<file path="src/rtl/reg_file.sv">
// reg_file: GameBoy CPU register file with flags, SP/PC and the IME enable state around the ALU
// Ports: clk, rst (async active-high); rd_sel_A/rd_sel_B -> op_A/op_B byte reads;
//   wr_en/wr_sel/wr_data byte write; pair_wr_en/pair_sel/pair_data 16-bit pair write;
//   flag_ld/next_flags -> curr_flags; pc_ld/pc_data, pc_inc, pc_rel_ld/PC_inc_h/PC_dec_h PC updates;
//   ei/di/reti/instr_done -> ime; pc/sp/hl direct pair outputs.
//   Define BOOT_SKIP_EN to reset into the post-boot-ROM register state.
module reg_file (
  input  logic        clk,
  input  logic        rst,
  input  logic [3:0]  rd_sel_A,
  input  logic [3:0]  rd_sel_B,
  output logic [7:0]  op_A,
  output logic [7:0]  op_B,
  input  logic        wr_en,
  input  logic [3:0]  wr_sel,
  input  logic [7:0]  wr_data,
  input  logic        pair_wr_en,
  input  logic [1:0]  pair_sel,
  input  logic [15:0] pair_data,
  input  logic        flag_ld,
  input  logic [3:0]  next_flags,
  output logic [3:0]  curr_flags,
  input  logic        pc_ld,
  input  logic [15:0] pc_data,
  input  logic        pc_inc,
  input  logic        pc_rel_ld,
  input  logic        PC_inc_h,
  input  logic        PC_dec_h,
  input  logic        ei,
  input  logic        di,
  input  logic        reti,
  input  logic        instr_done,
  output logic        ime,
  output logic [15:0] pc,
  output logic [15:0] sp,
  output logic [15:0] hl
);
`ifdef BOOT_SKIP_EN
  localparam logic [7:0]  RA = 8'h01, RB = 8'h00, RC = 8'h13, RD = 8'h00, RE = 8'hD8, RH = 8'h01, RL = 8'h4D;
  localparam logic [3:0]  RF = 4'hB;
  localparam logic [15:0] RSP = 16'hFFFE, RPC = 16'h0100;
`else
  localparam logic [7:0]  RA = 8'h00, RB = 8'h00, RC = 8'h00, RD = 8'h00, RE = 8'h00, RH = 8'h00, RL = 8'h00;
  localparam logic [3:0]  RF = 4'h0;
  localparam logic [15:0] RSP = 16'h0000, RPC = 16'h0000;
`endif
  typedef enum logic [1:0] {IDLE, ARMED, DELAY} ime_t;
  ime_t st;
  logic [7:0] a, b, c, d, e, h, l;
  logic [3:0] fl;
  logic [11:0] w;
  logic [3:0] p;
  logic [7:0] pch;
  // Only the flag nibble is stored; F[3:0] is hard-wired to zero.
  function automatic logic [7:0] rd(input logic [3:0] s);
    case (s)
      4'd0:    rd = b;
      4'd1:    rd = c;
      4'd2:    rd = d;
      4'd3:    rd = e;
      4'd4:    rd = h;
      4'd5:    rd = l;
      4'd6:    rd = {fl, 4'h0};
      4'd7:    rd = a;
      4'd8:    rd = sp[15:8];
      4'd9:    rd = sp[7:0];
      4'd10:   rd = pc[15:8];
      4'd11:   rd = pc[7:0];
      default: rd = 8'h00;
    endcase
  endfunction
  assign op_A = rd(rd_sel_A);
  assign op_B = rd(rd_sel_B);
  assign curr_flags = fl;
  assign hl = {h, l};
  always_comb begin
    for (int i = 0; i < 12; i++) w[i] = wr_en && wr_sel == 4'(i);
    p = pair_wr_en ? 4'b0001 << pair_sel : 4'b0000;
    // Conflicting carry/borrow requests cancel out.
    pch = (PC_inc_h && !PC_dec_h) ? pc[15:8] + 8'd1 : (PC_dec_h && !PC_inc_h) ? pc[15:8] - 8'd1 : pc[15:8];
  end
  always_ff @(posedge clk or posedge rst)
    if (rst) begin
      a <= RA;
      fl <= RF;
      b <= RB;
      c <= RC;
      d <= RD;
      e <= RE;
      h <= RH;
      l <= RL;
      sp <= RSP;
      pc <= RPC;
    end else begin
      b <= w[0] ? wr_data : p[0] ? pair_data[15:8] : b;
      c <= w[1] ? wr_data : p[0] ? pair_data[7:0] : c;
      d <= w[2] ? wr_data : p[1] ? pair_data[15:8] : d;
      e <= w[3] ? wr_data : p[1] ? pair_data[7:0] : e;
      h <= w[4] ? wr_data : p[2] ? pair_data[15:8] : h;
      l <= w[5] ? wr_data : p[2] ? pair_data[7:0] : l;
      fl <= w[6] ? wr_data[7:4] : flag_ld ? next_flags : fl;
      a <= w[7] ? wr_data : a;
      sp <= {w[8] ? wr_data : p[3] ? pair_data[15:8] : sp[15:8],
             w[9] ? wr_data : p[3] ? pair_data[7:0] : sp[7:0]};
      // One PC source wins outright; lower-priority sources never merge in.
      pc <= pc_ld ? pc_data :
            pc_rel_ld ? {pch, wr_data} :
            |w[11:10] ? {w[10] ? wr_data : pc[15:8], w[11] ? wr_data : pc[7:0]} :
            pc_inc ? pc + 16'd1 : pc;
    end
  // EI takes effect after the instruction following it: ARMED waits for EI's own
  // completion, DELAY waits for the next instruction's completion.
  always_ff @(posedge clk or posedge rst)
    if (rst) begin
      st <= IDLE;
      ime <= 1'b0;
    end else if (di) begin
      st <= IDLE;
      ime <= 1'b0;
    end else if (reti) begin
      st <= IDLE;
      ime <= 1'b1;
    end else if (ei)
      st <= ARMED;
    else if (instr_done && st == ARMED)
      st <= DELAY;
    else if (instr_done && st == DELAY) begin
      st <= IDLE;
      ime <= 1'b1;
    end
endmodule
</file>
<file path="config.mk">
export PLATFORM = sky130hd
export DESIGN_NAME = reg_file
export DESIGN_NICKNAME = d
export VERILOG_FILES = /design/src/rtl/reg_file.sv
export SDC_FILE = /design/constraint.sdc
export NUM_CORES = 1
export LEC_CHECK = 0
export ABC_AREA = 0
export BUFFER_PORTS_ARGS = -buffer_cell sky130_fd_sc_hd__buf_2
export CAP_MARGIN = 20
export CELL_PAD_IN_SITES_DETAIL_PLACEMENT = 0
export CELL_PAD_IN_SITES_GLOBAL_PLACEMENT = 2
export CORE_MARGIN = 2
export CORE_UTILIZATION = 30
export CTS_CLUSTER_DIAMETER = 200
export CTS_CLUSTER_SIZE = 16
export DETAILED_ROUTE_END_ITERATION = 7
export GPL_ROUTABILITY_DRIVEN = 0
export GPL_TIMING_DRIVEN = 0
export PLACE_DENSITY_LB_ADDON = 0.1
export SYNTH_ARGS = -nofsm -noshare
export SYNTH_HDL_FRONTEND = slang
export SYNTH_SLANG_ARGS = --single-unit
</file>
<file path="constraint.sdc">
create_clock -name clk -period 2.4 [get_ports clk]
set_input_delay 0.12 -clock clk [delete_from_list [all_inputs] [get_ports clk]]
set_output_delay 0.12 -clock clk [all_outputs]
set_load 0.005 [all_outputs]
</file>
==> qor.yml, run 1 <==
leakage_nw: 3.87
netlist_instances: 839
wl_per_cell_um: 24.7
io_buffer_count: 136
fill_cells: 2481
initial_utilization: 0.305
wl_mm: 32.7
path_max_fanout: 6
synth_cell_types: 72
worst-slew-pin-transition_ns: 0.892
dp_hpwl_mm: 25.5
synth-edff-count: 0
cts_root_buf: "clkbuf_16"
tritoncts: "yes"
fin_area_um2: 8730
grt-ovfl-total: 0
clk_pin_slew_ns: 0.07
finalMaxSlewViolations: 0
synth_top_area_cell: "dfrtp_1"
ys.flop_type: "dfrtp_1"
worst-setup-path-type: "register to register"
start_kind: "register"
grt_pass1_vias: 7109
ys_top_cells_by_count: "nand2_1 (107), dfrtp_1 (95), o21ai_0 (93), mux2i_1 (90), nor2_1 (67)"
outcome: "complete, no violations"
rows: 56
syn_to_final_growth_pct: 21.8
required_ns: 2.63
die_y_um: 159
netlist_area_um2: 7170
reg_top3: "pc (16), sp (16)"
cts_inserted_buffers: 9
antenna_found_initial: 0
period_share: 0.929
chipWidth_um: 159
grt_setup_unrepaired: "false"
finalHoldViolCount: 0
yosysMostFrequentCell: "nand2_1"
arrival_ns: 2.46
fin_crit_ns: 2.23
drv_cap: 0
nets: 1081
io-pin-count: 141
track_usage: 0.263
hold_path_class: "input pin to register"
ys_seq_area_frac: 0.332
worst_skew_pair.late_latency_ns: 0.36
fin_tns_setup_ns: 0
dr.pass1.iters: 5
grt_max_degree: 37
async_flop_share: 1.00
core_um2: 23500
drtAntennaViolNets: 0
drcViolationCount: 0
via_per_inst: 5.54
antenna-diode-count: 0
maxSlewHeadroom: 0.406
drt_iter0_drc: 525
power_density_nw_per_um2: 676
synth_top_area_share: 0.332
fin_hold_ws_ns: 0.00640
place_area_um2: 8330
die_area_um2: 25100
max_freq_mhz: 449
syn_area_per_cell_um2: 8.54
clkSinkCount: 95
clock_skew_ns: 0.00264
grt_pass1_wl_mm: 47.9
cts.path.max_buffers: 2
drive_above_1_share: 0.240
ys_ff_latch: 95
synth_area_leaders: "dfrtp_1 (33%), mux2i_1 (13%), o21ai_0 (6.5%)"
h-tree-depth: 3
ir_drop_v: 0.000336
setup_viol: 0
yosysWarnings: 0
end_kind: "register"
syn_nets: 921
vias: 7334
==> path summary, 6_finish.rpt <==
kind,start,to,slack (ns),cells past startpoint
setup / recovery,pc[9],pc[12],0.17,8
hold / removal,pc_data[14],pc[14],0.006,3
setup reg to reg,pc[9],pc[12],0.17,8
hold reg to reg,ime,ime,0.53,2
max in group asynchronous,rst,sp[5],1.51,5
min in group asynchronous,rst,pc[3],0.25,3
==> cell families after synthesis <==
family / count (synthesis) / synth area share
buffers and inverters: 77 / 0.0555
and+or+nand+nor: 274 / 0.184
xor gates and xnor gates: 14 / 0.0171
adders and majority gates: 10 / 0.0185
muxes: 115 / 0.170
DFF: 95 / 0.332
AOI/OAI and AO/OA: 254 / 0.224
==> routing by layer <==
metal	GRT usage	up-vias	routed length, um
met5	0	-	0
met3	0.0313	37	1890
li1	-	3412	-
met4	0.0832	0	868
met2	0.424	277	15100
met1	0.367	3608	14800
==> final cells by class <==
type,count,area [um2],share of cell area
Tap cell,319,399,0.0457
Buffer,66,357,0.0408
Timing Repair Buffer,149,842,0.0964
Clock buffer,10,229,0.0262
Clock inverter,6,77.6,0.00888
Multi-Input combinational cell,667,4400,0.504
Inverter,11,45.0,0.00516
Sequential cell,95,2380,0.273
==> worst max-delay path: stages, from the launching register on <==
cell and delay, ns:
dfrtp_2 0.44, buf_4 0.15, fa_1 0.45, a21o_1 0.18
a21oi_1 0.17, xnor2_1 0.12, o21ai_0 0.16, nor4b_1 0.33
nor3_1 0.10
==> what timing repair did <==
item                                    CTS  global route
endpoints found under the hold margin    69             0
buffers inserted                          0             3
gates resized for setup                   1             7
hold buffers                              6             0
endpoints found under the setup margin    1             2
pin swaps                                 0             0
==> cells in the final DEF (no fill, tap or decap), drive strengths merged, types with 4 or more instances in the layout <==
master / count
nand4: 4
nor3: 17
dlygate4sd3: 6
xnor2: 10
o22a: 4
and3: 11
mux2i: 90
nand2: 107
a22oi: 14
nor4b: 4
a32oi: 6
xor2: 4
ha: 9
mux2: 22
o21ai: 93
dfrtp: 95
nand3: 24
a31oi: 8
o221ai: 4
buf: 175
o211ai: 7
nand2b: 7
o22ai: 9
a221oi: 7
clkinv: 4
a21oi: 55
a21o: 4
a211oi: 16
inv: 10
a22o: 6
clkbuf: 44
nor2: 68
nand3b: 5
nor2b: 14
==> through the flow <==
step                std cells  utilization  setup slack [ns]  total power, W
floorplan                 839            -             0.363         0.00337
global placement         1294        0.351            -0.149         0.00433
detailed placement       1298        0.355           -0.0882         0.00433
CTS                      1320        0.371            0.0191         0.00590
global route             1323        0.372            0.0146         0.00624
finish                   1323        0.372             0.172         0.00591
==> power by group <==
part,internal (W),switching [W]
sequential,0.00191,0.000552
clock,0.000829,0.000714
combinational,0.000875,0.00102
total,0.00362,0.00229
Power figures use the tool's default switching activity.
==> run 2: changes to the inputs <==
--- a/config.mk
+++ b/config.mk
@@ -6,15 +6,15 @@
 export NUM_CORES = 1
 export LEC_CHECK = 0
 export ABC_AREA = 0
-export BUFFER_PORTS_ARGS = -buffer_cell sky130_fd_sc_hd__buf_2
 export CAP_MARGIN = 20
 export CELL_PAD_IN_SITES_DETAIL_PLACEMENT = 0
 export CELL_PAD_IN_SITES_GLOBAL_PLACEMENT = 2
 export CORE_MARGIN = 2
-export CORE_UTILIZATION = 30
+export CORE_UTILIZATION = 35
 export CTS_CLUSTER_DIAMETER = 200
 export CTS_CLUSTER_SIZE = 16
 export DETAILED_ROUTE_END_ITERATION = 7
+export DONT_BUFFER_PORTS = 1
 export GPL_ROUTABILITY_DRIVEN = 0
 export GPL_TIMING_DRIVEN = 0
 export PLACE_DENSITY_LB_ADDON = 0.1
==> constraint.sdc (replaced) <==
create_clock -name clk -period 2.4 [get_ports clk]
set_input_delay 0.24 -clock clk [delete_from_list [all_inputs] [get_ports clk]]
set_output_delay 0.24 -clock clk [all_outputs]
set_load 0.005 [all_outputs]
==> qor.yml, run 2 (synthesized netlist as in run 1, its figures left out) <==
outcome: "complete, no violations"  # unchanged
fill_cells: 2087  # was 2481
maxSlewHeadroom: 0.359  # was 0.406
reg_top3: "pc (16), sp (16)"  # unchanged
end_kind: "register"  # unchanged
dr.pass1.iters: 7  # was 5
start_kind: "register"  # unchanged
cts.path.max_buffers: 2  # unchanged
nets: 939  # was 1081
h-tree-depth: 3  # unchanged
fin_tns_setup_ns: 0  # unchanged
die_area_um2: 21600  # was 25100 um2
vias: 6928  # was 7334
fin_crit_ns: 2.35  # was 2.23 ns
drv_cap: 0  # unchanged
seqCellArea_um2: 2380  # unchanged
grt_pass1_vias: 6838  # was 7109
max_freq_mhz: 426  # was 449 MHz
cts_setup_buffers: 0  # unchanged
io_buffer_count: 0  # was 136
period_share: 0.979  # was 0.929
grt_pass1_wl_mm: 45.9  # was 47.9 mm
grt-ovfl-total: 0  # unchanged
setup_viol: 0  # unchanged
arrival_ns: 2.53  # was 2.46 ns
ir_drop_v: 0.000320  # was 0.000336 V
io-pin-count: 141  # unchanged
wl_per_cell_um: 27.2  # was 24.7 um
required_ns: 2.58  # was 2.63 ns
grt_setup_unrepaired: "false"  # unchanged
cts_inserted_buffers: 9  # unchanged
drcViolationCount: 0  # unchanged
clkSinkCount: 95  # unchanged
most-common-layout-cells: "nand2_1 (107), o21ai_0 (92), dfrtp_1 (91)"  # was buf_2 (160), nand2_1 (107), o21ai_0 (92)
die_y_um: 147  # was 159 um
drive_above_1_share: 0.111  # was 0.240
multi_input_area_um2: 4400  # unchanged
dp_hpwl_mm: 24.0  # was 25.5 mm
fin_util: 0.393  # was 0.372
worst_skew_pair.late_latency_ns: 0.36  # about the same
power_density_nw_per_um2: 716  # was 676 nW/um2
rows: 52  # was 56
finalHoldViolCount: 0  # unchanged
leakage_nw: 3.29  # was 3.87 nW
layout_commonest_cell: "nand2_1"  # was buf_2
chipWidth_um: 147  # was 159 um
antenna-diode-count: 0  # unchanged
track_usage: 0.284  # was 0.263
wl_mm: 30.8  # was 32.7 mm
core_um2: 20200  # was 23500 um2
clk_pin_slew_ns: 0.07  # about the same
antenna_found_initial: 0  # unchanged
finalMaxSlewViolations: 0  # unchanged
drt_iter0_drc: 479  # was 525
clock_skew_ns: 0.00732  # was 0.00264 ns
initial_utilization: 0.355  # was 0.305
path_max_fanout: 8  # was 6
via_per_inst: 6.12  # was 5.54
cts_root_buf: "clkbuf_16"  # unchanged
syn_to_final_growth_pct: 10.7  # was 21.8%
drtAntennaViolNets: 0  # unchanged
worst-slew-pin-transition_ns: 0.958  # was 0.892 ns
hold_path_class: "input pin to register"  # unchanged
grt_max_degree: 44  # was 37
tritoncts: "yes"  # unchanged
worst-setup-path-type: "register to register"  # unchanged
==> run 2: changes by cell type in the layout (fill, tap and decap cells not counted), moves of 2 or more <==
| cell | before | now |
|---|---|---|
| buf_4 | 5 | 2 |
| ha_2 | 2 | 0 |
| inv_8 | 2 | 0 |
| ha_1 | 7 | 9 |
| buf_2 | 160 | 24 |
==> run 2: worst max-delay path: stages, from the launching register on <==
cell and delay (ns):
dfrtp_1 0.60, ha_1 0.29, nand2_1 0.14, nor4b_1 0.44, a211oi_1 0.10, o41ai_1 0.61
==> run 2: area by class of cell <==
| class | count | area share |
|---|---|---|
| Buffer | 66 | 0.0449 |
| Clock buffer | 12 | 0.0311 |
| Clock inverter | 4 | 0.00977 |
| Inverter | 11 | 0.00568 |
| Multi-Input combinational cell | 667 | 0.554 |
| Sequential cell | 95 | 0.300 |
| Tap cell | 270 | 0.0426 |
| Timing Repair Buffer | 7 | 0.0114 |
==> run 2: power breakdown <==
group	total (W)	switching, W	internal (W)
clock	0.00162	0.000671	0.000950
combinational	0.00153	0.000848	0.000685
sequential	0.00253	0.000614	0.00191
==> run 2: final timing paths <==
path / start / end / slack [ns] / cells after the start
setup / recovery: pc[0] / pc[8] / 0.05 / 5
hold / removal: pc_data[15] / pc[15] / 0.03 / 2
setup reg to reg: pc[0] / pc[8] / 0.05 / 5
hold reg to reg: a[1] / a[1] / 0.56 / 1
max in group asynchronous: rst / e[1] / 1.48 / 3
min in group asynchronous: rst / pc[2] / 0.36 / 2
==> run 2: metal layers <==
metal,share of wire,vias up,global-route usage
met2,0.47,343,0.466
li1,-,3123,-
met4,0.033,0,0.102
met5,0,-,0
met3,0.084,48,0.0550
met1,0.41,3414,0.375
==> run 2: metrics by stage <==
stage / total power, W / hold slack, ns / area, um2 / setup slack, ns / std cells
floorplan: 0.00337 / 0.306 / 7170 / 0.244 / 839
global placement: 0.00400 / 0.308 / 7510 / -0.0614 / 1109
detailed placement: 0.00403 / 0.135 / 7550 / -0.0945 / 1111
CTS: 0.00567 / 0.0150 / 7920 / 0.00199 / 1132
global route: 0.00596 / 0.0400 / 7940 / 0.00186 / 1132
finish: 0.00568 / 0.0262 / 7940 / 0.0511 / 1132
==> run 2: timing repair <==
action	in CTS	in global routing
endpoints found under the hold margin	16	0
setup endpoints to repair	1	2
resized for setup	1	6
hold buffers	5	0
pin swaps	0	2
==> run 3: changes to the inputs <==
--- a/config.mk
+++ b/config.mk
@@ -17,6 +17,7 @@
 export DONT_BUFFER_PORTS = 1
 export GPL_ROUTABILITY_DRIVEN = 0
 export GPL_TIMING_DRIVEN = 0
+export HOLD_SLACK_MARGIN = 0.06
 export PLACE_DENSITY_LB_ADDON = 0.1
 export SYNTH_ARGS = -nofsm -noshare
 export SYNTH_HDL_FRONTEND = slang
==> qor.yml, run 3 (synthesized netlist as in run 1, its figures left out) <==
drv_cap: 0  # unchanged
vias: 6973  # was 6928
antenna-diode-count: 0  # unchanged
fin_area_um2: 7980  # was 7940 um2
met3_usage: 0.0540  # was 0.0550
nets: 943  # was 939
h-tree-depth: 3  # unchanged
grt-ovfl-total: 0  # unchanged
dp_hpwl_mm: 24.0  # unchanged
initial_utilization: 0.355  # unchanged
hold_path_class: "input pin to register"  # unchanged
syn_to_final_growth_pct: 11.3  # was 10.7%
ir_drop_v: 0.000322  # was 0.000320 V
pre_cts_ws_ns: -0.0945  # unchanged
fin_hold_ws_ns: 0.0864  # was 0.0262 ns
setup_viol: 0  # unchanged
die_area_um2: 21600  # unchanged
path_max_fanout: 8  # unchanged
power_density_nw_per_um2: 713  # was 716 nW/um2
drt_iter0_drc: 534  # was 479
io_buffer_count: 0  # unchanged
track_usage: 0.285  # was 0.284
grt_max_degree: 44  # unchanged
grtUsageMet2: 0.467  # was 0.466
period_share: 0.983  # was 0.979
die_y_um: 147  # unchanged
worst_skew_pair.late_latency_ns: 0.36  # about the same
grt_pass1_vias: 6858  # was 6838
max_freq_mhz: 424  # was 426 MHz
place_area_um2: 7550  # unchanged
start_kind: "register"  # unchanged
via_per_inst: 6.14  # was 6.12
grt_setup_unrepaired: "false"  # unchanged
clk_pin_slew_ns: 0.07  # about the same
cts_root_buf: "clkbuf_16"  # unchanged
worst-setup-path-type: "register to register"  # unchanged
finalHoldViolCount: 0  # unchanged
most-common-layout-cells: "nand2_1 (107), o21ai_0 (92), dfrtp_1 (91)"  # unchanged
path_cells: "ha_1 > nand2_1 > nor4b_1 > a211oi_1 > o41ai_1"  # unchanged
antenna_found_initial: 0  # unchanged
cts_setup_buffers: 0  # unchanged
io-pin-count: 141  # unchanged
drtAntennaViolNets: 0  # unchanged
fin_crit_ns: 2.36  # was 2.35 ns
cpMaxStageDelayCell: "o41ai_1"  # unchanged
cts_inserted_buffers: 9  # unchanged
drive_above_1_share: 0.111  # about the same
fill_cells: 2084  # was 2087
fin_cells: 1136  # was 1132
required_ns: 2.58  # about the same
max_stage_delay_ns: 0.61  # about the same
clkSinkCount: 95  # unchanged
reg_top3: "pc (16), sp (16)"  # unchanged
maxSlewHeadroom: 0.340  # was 0.359
grt_use_met1: 0.376  # was 0.375
arrival_ns: 2.54  # was 2.53 ns
wl_mm: 30.7  # was 30.8 mm
cts.path.max_buffers: 2  # unchanged
leakage_nw: 3.31  # was 3.29 nW
clock_skew_ns: 0.00295  # was 0.00732 ns
core_um2: 20200  # unchanged
wl_per_cell_um: 27.0  # was 27.2 um
end_kind: "register"  # unchanged
grt_pass1_wl_mm: 46.0  # was 45.9 mm
dr.pass1.iters: 7  # unchanged
finalMaxSlewViolations: 0  # unchanged
outcome: "complete, no violations"  # unchanged
tritoncts: "yes"  # unchanged
chipWidth_um: 147  # unchanged
layout_commonest_cell: "nand2_1"  # unchanged
layout_setup_ws_ns: 0.0413  # was 0.0511 ns
holdPathStages: 2  # unchanged
worst-slew-pin-transition_ns: 0.987  # was 0.958 ns
place_inst: 1111  # unchanged
reg2reg_depth: 5  # unchanged
grt.busiest_layer: "met2"  # unchanged
drcViolationCount: 0  # unchanged
rows: 52  # unchanged
-- run 3: timing repair --
action / 4_1_cts / 5_1_grt
pin swaps: 0 / 2
endpoints found under the hold margin: 20 / 0
hold buffers: 9 / 0
gates resized for setup: 1 / 6
setup endpoints to repair: 1 / 2
-- run 3: metal layers --
metal	up-vias	wire length, um
met2	334	14500
met1	3461	12600
li1	3127	-
met4	0	1040
met5	-	0
met3	51	2660
-- run 3: through the flow --
stage / power, W / setup TNS (ns) / util
2_1_floorplan: 0.00337 / 0 / -
3_3_place_gp: 0.00400 / -0.0782 / 0.372
3_5_place_dp: 0.00403 / -0.138 / 0.374
4_1_cts: 0.00567 / 0 / 0.395
5_1_grt: 0.00597 / 0 / 0.395
6_report: 0.00568 / 0 / 0.395
-- run 3: critical path: cells and delay by family, from the launching register on --
kind                       cells  cell delay [ns]
adders and majority gates      1             0.29
AOI/OAI and AO/OA              2             0.71
DFF                            1             0.60
and+or+nand+nor                2             0.58
-- run 3: layout make-up --
class,instances,area (um2),share of cell area
well taps,270,338,0.0424
repair buffers,11,130,0.0163
flip-flops and latches,95,2380,0.299
multi-input cells,667,4400,0.552
plain buffers,66,357,0.0447
clock buffers,12,246,0.0309
inverters,11,45.0,0.00565
clock inverters,4,77.6,0.00973
-- run 3: final timing paths --
check / startpoint / endpoint / slack (ns)
worst max-delay path: pc[0] / pc[8] / 0.04
worst min-delay path: pc_data[0] / pc[0] / 0.09
worst max register to register: pc[0] / pc[8] / 0.04
worst min register to register: a[1] / a[1] / 0.56
max in group asynchronous: rst / e[1] / 1.48
min in group asynchronous: rst / pc[2] / 0.36
-- run 3: where the power goes --
group,internal [W],switching [W],leakage (nW)
Sequential,0.00191,0.000616,1.13
Clock,0.000950,0.000666,0.157
Combinational,0.000689,0.000849,2.02
